## config.mk

```make
export PLATFORM = sky130hd
export DESIGN_NAME = latch_id_ex
export DESIGN_NICKNAME = d
export VERILOG_FILES = /design/src/rtl/latch_id_ex_pkg.sv /design/src/rtl/latch_id_ex.sv
export SDC_FILE = /design/constraint.sdc
export NUM_CORES = 1
export LEC_CHECK = 0
export BUFFER_PORTS_ARGS = -buffer_cell sky130_fd_sc_hd__buf_4
export CORE_AREA = 2 2 133 135
export DETAILED_ROUTE_END_ITERATION = 6
export DIE_AREA = 0 0 135 137
export GPL_TIMING_DRIVEN = 0
export PLACE_DENSITY = 0.66
export REMOVE_ABC_BUFFERS = 1
export SLEW_MARGIN = 10
export SYNTH_ARGS = -nofsm -noshare
export SYNTH_HDL_FRONTEND = slang
export SYNTH_SLANG_ARGS = --single-unit
export TNS_END_PERCENT = 5
```

## constraint.sdc

```tcl
create_clock -name i_clk -period 4.7 [get_ports i_clk]
set_input_delay 0.47 -clock i_clk [delete_from_list [all_inputs] [get_ports i_clk]]
set_output_delay 0.47 -clock i_clk [all_outputs]
set_load 0.05 [all_outputs]
```

## src/rtl/latch_id_ex_pkg.sv

```systemverilog
// Shared widths, control-bundle bit positions and NOP constants for the
// ID/EX pipeline register.
package latch_id_ex_pkg;

  // Default data-path widths
  localparam int NB_DATA_DEF = 32;
  localparam int NB_REG_DEF  = 5;
  localparam int NB_FUNC_DEF = 6;
  localparam int NB_OP_DEF   = 2;
  localparam int NB_CNT_DEF  = 16;

  // Control bundle widths
  localparam int NB_EX_CTRL = 4;  // {RegDst, ALUSrc, ALUOp[1:0]}
  localparam int NB_M_CTRL  = 3;  // {Branch, MemRead, MemWrite}
  localparam int NB_WB_CTRL = 2;  // {RegWrite, MemtoReg}

  // EX bundle bit positions
  localparam int REGDST    = 3;
  localparam int ALUSRC    = 2;
  localparam int ALUOP_MSB = 1;
  localparam int ALUOP_LSB = 0;

  // M bundle bit positions
  localparam int BRANCH   = 2;
  localparam int MEMREAD  = 1;
  localparam int MEMWRITE = 0;

  // WB bundle bit positions
  localparam int REGWRITE = 1;
  localparam int MEMTOREG = 0;

  // NOP control: ALUOp=00 is a harmless add, nothing writes or branches
  localparam logic [NB_EX_CTRL-1:0] EX_NOP = '0;
  localparam logic [NB_M_CTRL-1:0]  M_NOP  = '0;
  localparam logic [NB_WB_CTRL-1:0] WB_NOP = '0;

endpackage

```

## src/rtl/latch_id_ex.sv

```systemverilog
// ID/EX pipeline register: one-cycle registered hand-off of decoded operands
// and control from ID to EX, with hold, bubble/flush squash and a saturating
// count of inserted bubbles for the debug unit.
module latch_id_ex
  import latch_id_ex_pkg::*;
#(
  parameter int NB_DATA = NB_DATA_DEF,
  parameter int NB_REG  = NB_REG_DEF,
  parameter int NB_FUNC = NB_FUNC_DEF,
  parameter int NB_OP   = NB_OP_DEF,
  parameter int NB_CNT  = NB_CNT_DEF
) (
  input  logic                  i_clk,
  input  logic                  i_rst,
  input  logic                  i_enable,
  input  logic                  i_bubble,
  input  logic                  i_flush,
  input  logic [NB_DATA-1:0]    i_pc4,
  input  logic [NB_DATA-1:0]    i_rs_data,
  input  logic [NB_DATA-1:0]    i_rt_data,
  input  logic [NB_DATA-1:0]    i_imm,
  input  logic [NB_REG-1:0]     i_rs,
  input  logic [NB_REG-1:0]     i_rt,
  input  logic [NB_REG-1:0]     i_rd,
  input  logic [NB_FUNC-1:0]    i_funct,
  input  logic [NB_EX_CTRL-1:0] i_ex_ctrl,
  input  logic [NB_M_CTRL-1:0]  i_m_ctrl,
  input  logic [NB_WB_CTRL-1:0] i_wb_ctrl,
  output logic [NB_DATA-1:0]    o_pc4,
  output logic [NB_DATA-1:0]    o_rs_data,
  output logic [NB_DATA-1:0]    o_rt_data,
  output logic [NB_DATA-1:0]    o_imm,
  output logic [NB_REG-1:0]     o_rs,
  output logic [NB_REG-1:0]     o_rt,
  output logic [NB_REG-1:0]     o_rd,
  output logic [NB_FUNC-1:0]    o_funct,
  output logic [NB_EX_CTRL-1:0] o_ex_ctrl,
  output logic [NB_M_CTRL-1:0]  o_m_ctrl,
  output logic [NB_WB_CTRL-1:0] o_wb_ctrl,
  output logic                  o_valid,
  output logic [NB_CNT-1:0]     o_bubble_cnt
);

  // ALUOp lives in the ex bundle; its width must agree with NB_OP
  if (NB_OP != ALUOP_MSB - ALUOP_LSB + 1) begin : g_bad_op
    $error("NB_OP does not match ALUOp field width");
  end

  // Flush and bubble share one squash path; both together still count once
  logic squash;
  assign squash = i_flush | i_bubble;

  logic [NB_DATA-1:0]    pc4_q, rs_data_q, rt_data_q, imm_q;
  logic [NB_REG-1:0]     rs_q, rt_q, rd_q;
  logic [NB_FUNC-1:0]    funct_q;
  logic [NB_EX_CTRL-1:0] ex_ctrl_q;
  logic [NB_M_CTRL-1:0]  m_ctrl_q;
  logic [NB_WB_CTRL-1:0] wb_ctrl_q;
  logic                  valid_q;
  logic [NB_CNT-1:0]     cnt_q, cnt_d;

  // Pipeline fields: reset > hold > squash to NOP > load from ID.
  // Squash and reset write constants so unknown inputs never reach EX.
  always_ff @(posedge i_clk) begin
    if (i_rst || (i_enable && squash)) begin
      pc4_q     <= '0;
      rs_data_q <= '0;
      rt_data_q <= '0;
      imm_q     <= '0;
      rs_q      <= '0;
      rt_q      <= '0;
      rd_q      <= '0;
      funct_q   <= '0;
      ex_ctrl_q <= EX_NOP;
      m_ctrl_q  <= M_NOP;
      wb_ctrl_q <= WB_NOP;
      valid_q   <= 1'b0;
    end else if (i_enable) begin
      pc4_q     <= i_pc4;
      rs_data_q <= i_rs_data;
      rt_data_q <= i_rt_data;
      imm_q     <= i_imm;
      rs_q      <= i_rs;
      rt_q      <= i_rt;
      rd_q      <= i_rd;
      funct_q   <= i_funct;
      ex_ctrl_q <= i_ex_ctrl;
      m_ctrl_q  <= i_m_ctrl;
      wb_ctrl_q <= i_wb_ctrl;
      valid_q   <= 1'b1;
    end
  end

  // Next bubble count: +1 per enabled squash edge, sticks at all-ones
  always_comb begin
    cnt_d = cnt_q;
    if (i_enable && squash && (cnt_q != {NB_CNT{1'b1}}))
      cnt_d = cnt_q + 1'b1;
  end

  // Saturating bubble counter register
  always_ff @(posedge i_clk) begin
    if (i_rst) cnt_q <= '0;
    else       cnt_q <= cnt_d;
  end

  assign o_pc4        = pc4_q;
  assign o_rs_data    = rs_data_q;
  assign o_rt_data    = rt_data_q;
  assign o_imm        = imm_q;
  assign o_rs         = rs_q;
  assign o_rt         = rt_q;
  assign o_rd         = rd_q;
  assign o_funct      = funct_q;
  assign o_ex_ctrl    = ex_ctrl_q;
  assign o_m_ctrl     = m_ctrl_q;
  assign o_wb_ctrl    = wb_ctrl_q;
  assign o_valid      = valid_q;
  assign o_bubble_cnt = cnt_q;

endmodule

```

* Word-level counts from Yosys, hierarchy flattened
Cells that the tools add are included.
** Storage, ports and cells
- Flip-flop bits (word level) :: 175
- Word-level logic and storage cells :: 19
- Input bits :: 163
- Output and inout bits :: 175
** Cells by class
- Equal/unequal tests :: 1
- Add/subtract/negate cells :: 1
- Reduce and logical (&&, ||, !) cells :: 3
- Bitwise operators :: 1
** Operators by type and width (number)
- 16-bit by 1-bit adder with 16-bit output, second input constant :: 1
- 16-bit != test, second input constant :: 1
- 1-bit logical AND :: 2
- 1-bit logical OR :: 1
- 1-bit OR :: 1

* Longest topological paths before layout
- Depth in word-level cells :: 3
- Depth in mapped cells :: 7
- Depth with buffers taken out :: 5

* Least setup slack after synthesis
No wires, ideal clock.
- Kind :: reg-to-reg
- Start :: register cnt_q[0], in the netlist o_bubble_cnt[0]
- End :: register cnt_q[1], in the netlist o_bubble_cnt[1]
- Clock period less this slack :: 2132 ps
- Arrival time :: 2004 ps
- Library setup time :: 128 ps
- Stages on the path, launching flop included :: 6
- Data required time :: 4572 ps
- Slack :: 2568 ps
- Path through :: dfxtp_1 > ha_1 > nand3_2 > o41ai_1 > mux2i_1 > nor2_1
** On the way
- Word-level cells in the longest chain between the ends :: 2
** Ends and longest elaborated chain
- start: declaration :: RTL line latch_id_ex.sv:60 : logic [NB_CNT-1:0] cnt_q, cnt_d;
- start signal: assignment :: RTL line latch_id_ex.sv:104 : else cnt_q <= cnt_d;
- parallel branches: the longest is 2 deep, another holds 16-bit by 1-bit adder with 16-bit output
Several ways; the timed one is not identified.
A chain may end at the register's enable or synchronous reset.

* Worst setup path in the final report
- Start :: input i_enable
- End :: register wb_ctrl_q[1], in the netlist o_wb_ctrl[1]
** On the way
- Word-level cells in the longest chain between the ends :: 2
** Ends and longest elaborated chain
- start: declaration :: RTL line latch_id_ex.sv:15 : input logic i_enable,
- 1-bit logical AND :: RTL line latch_id_ex.sv:65 : if (i_rst || (i_enable && squash)) begin
- 1-bit logical OR :: RTL line latch_id_ex.sv:65
- end signal: assignment :: RTL line latch_id_ex.sv:89 : wb_ctrl_q <= i_wb_ctrl;
- end: declaration :: RTL line latch_id_ex.sv:58 : logic [NB_WB_CTRL-1:0] wb_ctrl_q;
Several ways; a longest one is shown, not always the timed one.

==> impl_results.md <==
- CTS root buf: clkbuf_16
- Yosys warning count: 0
- ANT nets after route: 0
- Most Crowded Layer GR: met2
- Nets: about 1,100
- Wire length of the first global-routing pass: 25.5 mm
- Status: finished, final reports clean
- Antenna diodes: 0
- Synthesized flop and latch total: around 180
- GRT met1 Usage: between 20% and 30%
- Post-synth ARST share: 0%
- Cts hold-fix bufs: 0
- TritonCTS clock tree: built
- R2R cell count: 5
- P_leak: about 4.8 nW
- Routability cong.: between 0.7 and 0.8
- Least-Margin Pin Slew: a little under 0.9 ns
- Period utilization: a little under three fifths
- Postcts setup bufs: 0
- Mapped Area: around 6400 um2
- Area of the die: 18,500 um2
- Post-synthesis instance total: 606
- CTS clk-pin slew, worst paths: about 0.070 ns
- Grt ovf: 0
- Antenna violations before repair: 0
- Yosys cell types: 39
- CP arrival: just under 3 ns
- I/O Buffers: around 340
- Num CTS Buffers: 17
- MaxCap Viol Count: 0
- Most used DFF post-synth: dfxtp_1
- Sequential share of the synthesized area: a little under three fifths
- First-pass DRT Iterations: 4
- Cell Area, Placed: between 9000 and 10,000 um2
- Die W: about 140 um
- Routed wire length: 17.2 mm
- Yosys top cell area share: 55.1%
- RSZ-0062 raised after global routing: false
- CP Capture Type: flip-flop
- Die Height: roughly 140 um
- Largest cells by area after synthesis: dfxtp_1 55%, mux2i_1 25%, nor2_1 10%
- Max clock buf depth: 2
- Drt initial violations: 220
- All-Layer GR Usage: around 17%
- Clk_lat worst skew: around 0.42 ns
- Drt wl/cell: ~15 um
- Final core occ: between 50% and 60%
- CP startpoint kind: input port
- Worst hold stages: 3
- Num ports: between 300 and 400
- GR Util met2: roughly 28%
- Max Slew Vio Count: 0
- Finished Cell Area: slightly below 10,000 um2
- CP Max Fanout: just under 90
- Detailed-route DRC error count: 0
- Area leader, netlist: dfxtp_1
- Most common library cells after synthesis: 175 x dfxtp_1, 169 x nor2_1, 160 x mux2i_1
- Synthesis-to-finish area growth: 52.4%
- Mean Syn Cell Area: 10.5 um2
- Rel. slew slack: about two fifths
- CTS Sinks: between 150 and 200
- Worst Path Class, Setup: input port to flip-flop
- Final setup fails: 0
- Via density per instance: ~4.5
- Starting Density: 37.3%
- Post-synth EDFFs: 0
- Final Hold Fails: 0
- Fmax: about 0.38 GHz
- Largest net degree at the start of global routing: between 80 and 90
- Pwr/cell area: approximately 370 nW/um2
- Min Tclk post-route: 2.63 ns
- Vias in the first global route: around 4,900
- # H-tree levels: 4
- Met3 Track Usage GR: 6.11%
- CP required: about 5 ns
- DR vias: around 5,300
- Std cell rows: 48
- Layout cell share with drive strength beyond 1: 40.5%
- Dpl hpwl: approximately 12 mm
- Maximum vdd drop: ~0.25 mV
- Core Box Area: about 17,000 um2
- Skew final: around 0.0035 ns
- Post-cts repair resize count: 0
- Worst reg-to-reg setup slack: 2.78 ns
- Worst hold path type: input port to flip-flop
- Most common cell in the netlist: dfxtp_1
## cell type report
class,instances,area [um2]
well taps,225,282
clock inverters,13,165
multi-input cells,390,2690
flip-flops and latches,175,3500
fillers,1554,7360
inverters,3,11.3
repair buffers,340,2610
clock buffers,17,425
## routing by layer
layer,share of wire (%),vias up
li1,-,2693
met1,42,2378
met2,47,196
met3,8.7,21
met4,1.5,0
met5,0,-
## report_power, final
group / switching [W] / total (W) / internal, W
combinational: 0.000363 / 0.000606 / 0.000243
clock: 0.000595 / 0.00143 / 0.000834
sequential: 0.0000312 / 0.00157 / 0.00154
## state kept, by name, summed over array words and instances (netlist names)
register,cells
o_rd,5
o_ex_ctrl,4
o_rs,5
o_rs_data,32
o_wb_ctrl,2
o_m_ctrl,3
o_rt_data,32
o_imm,32
o_pc4,32
o_valid,1
o_funct,6
o_bubble_cnt,16
o_rt,5
## worst max-delay path, cell delays in order
cell and delay, ns:
buf_8 0.53, buf_16 0.48, o21ai_0 0.48, nand2b_4 0.50
buf_16 0.34, nor2_1 0.09
## final timing paths
kind,start,endpoint
worst min register to register,o_valid$_SDFFE_PP0P_,o_valid$_SDFFE_PP0P_
worst max register to register,o_bubble_cnt[0]$_SDFFE_PP0P_,o_bubble_cnt[1]$_SDFFE_PP0P_
worst max-delay path,i_enable,o_wb_ctrl[1]$_SDFFE_PP0P_
worst min-delay path,i_rs_data[7],o_rs_data[7]$_SDFFE_PP0P_
## cells in the final DEF, fill, tap and decap left out, types with 2 or more instances in the layout
master | netlist | layout
a211oi_1 | 3 | 3
a21oi_1 | 7 | 7
a31oi_1 | 2 | 2
buf_16 | 0 | 2
buf_4 | 0 | 336
bufinv_16 | 0 | 3
clkbuf_16 | 0 | 17
clkinv_2 | 0 | 2
clkinvlp_4 | 0 | 4
dfxtp_1 | 175 | 175
inv_1 | 3 | 3
inv_6 | 0 | 3
mux2_2 | 2 | 2
mux2i_1 | 160 | 160
nand2_1 | 2 | 2
nand3_1 | 3 | 3
nand4_1 | 2 | 2
nor2_1 | 169 | 169
nor2b_1 | 3 | 3
nor3_1 | 4 | 4
nor4_1 | 4 | 4
o21ai_0 | 3 | 3
o31ai_1 | 4 | 4
or3_1 | 3 | 3
## per-stage QoR
| step | total power [W] | cells | worst slack, ns | hold WS (ns) | setup TNS, ns |
|---|---|---|---|---|---|
| floorplan | 0.00195 | 568 | 1.01 | 0.539 | 0 |
| global placement | 0.00222 | 1130 | -3.79 | 0.453 | -598.74 |
| detailed placement | 0.00222 | 1133 | 1.49 | 0.466 | 0 |
| CTS | 0.00365 | 1163 | 1.95 | 0.258 | 0 |
| global route | 0.00374 | 1163 | 1.81 | 0.271 | 0 |
| finish | 0.00361 | 1163 | 2.07 | 0.276 | 0 |
## kinds of logic (layout without fill, tap and decap cells)
family | count (synthesis) | in the layout | synth area share, %
AOI/OAI and AO/OA | 24 | 24 | 2.50
buffers and inverters | 41 | 373 | 2.66
DFF | 175 | 175 | 55.1
adders and majority gates | 1 | 1 | 0.197
and+or+nand+nor | 202 | 202 | 13.9
muxes | 162 | 162 | 25.5
xor gates and xnor gates | 1 | 1 | 0.138
No activity file was read; power rests on OpenSTA's default activity.
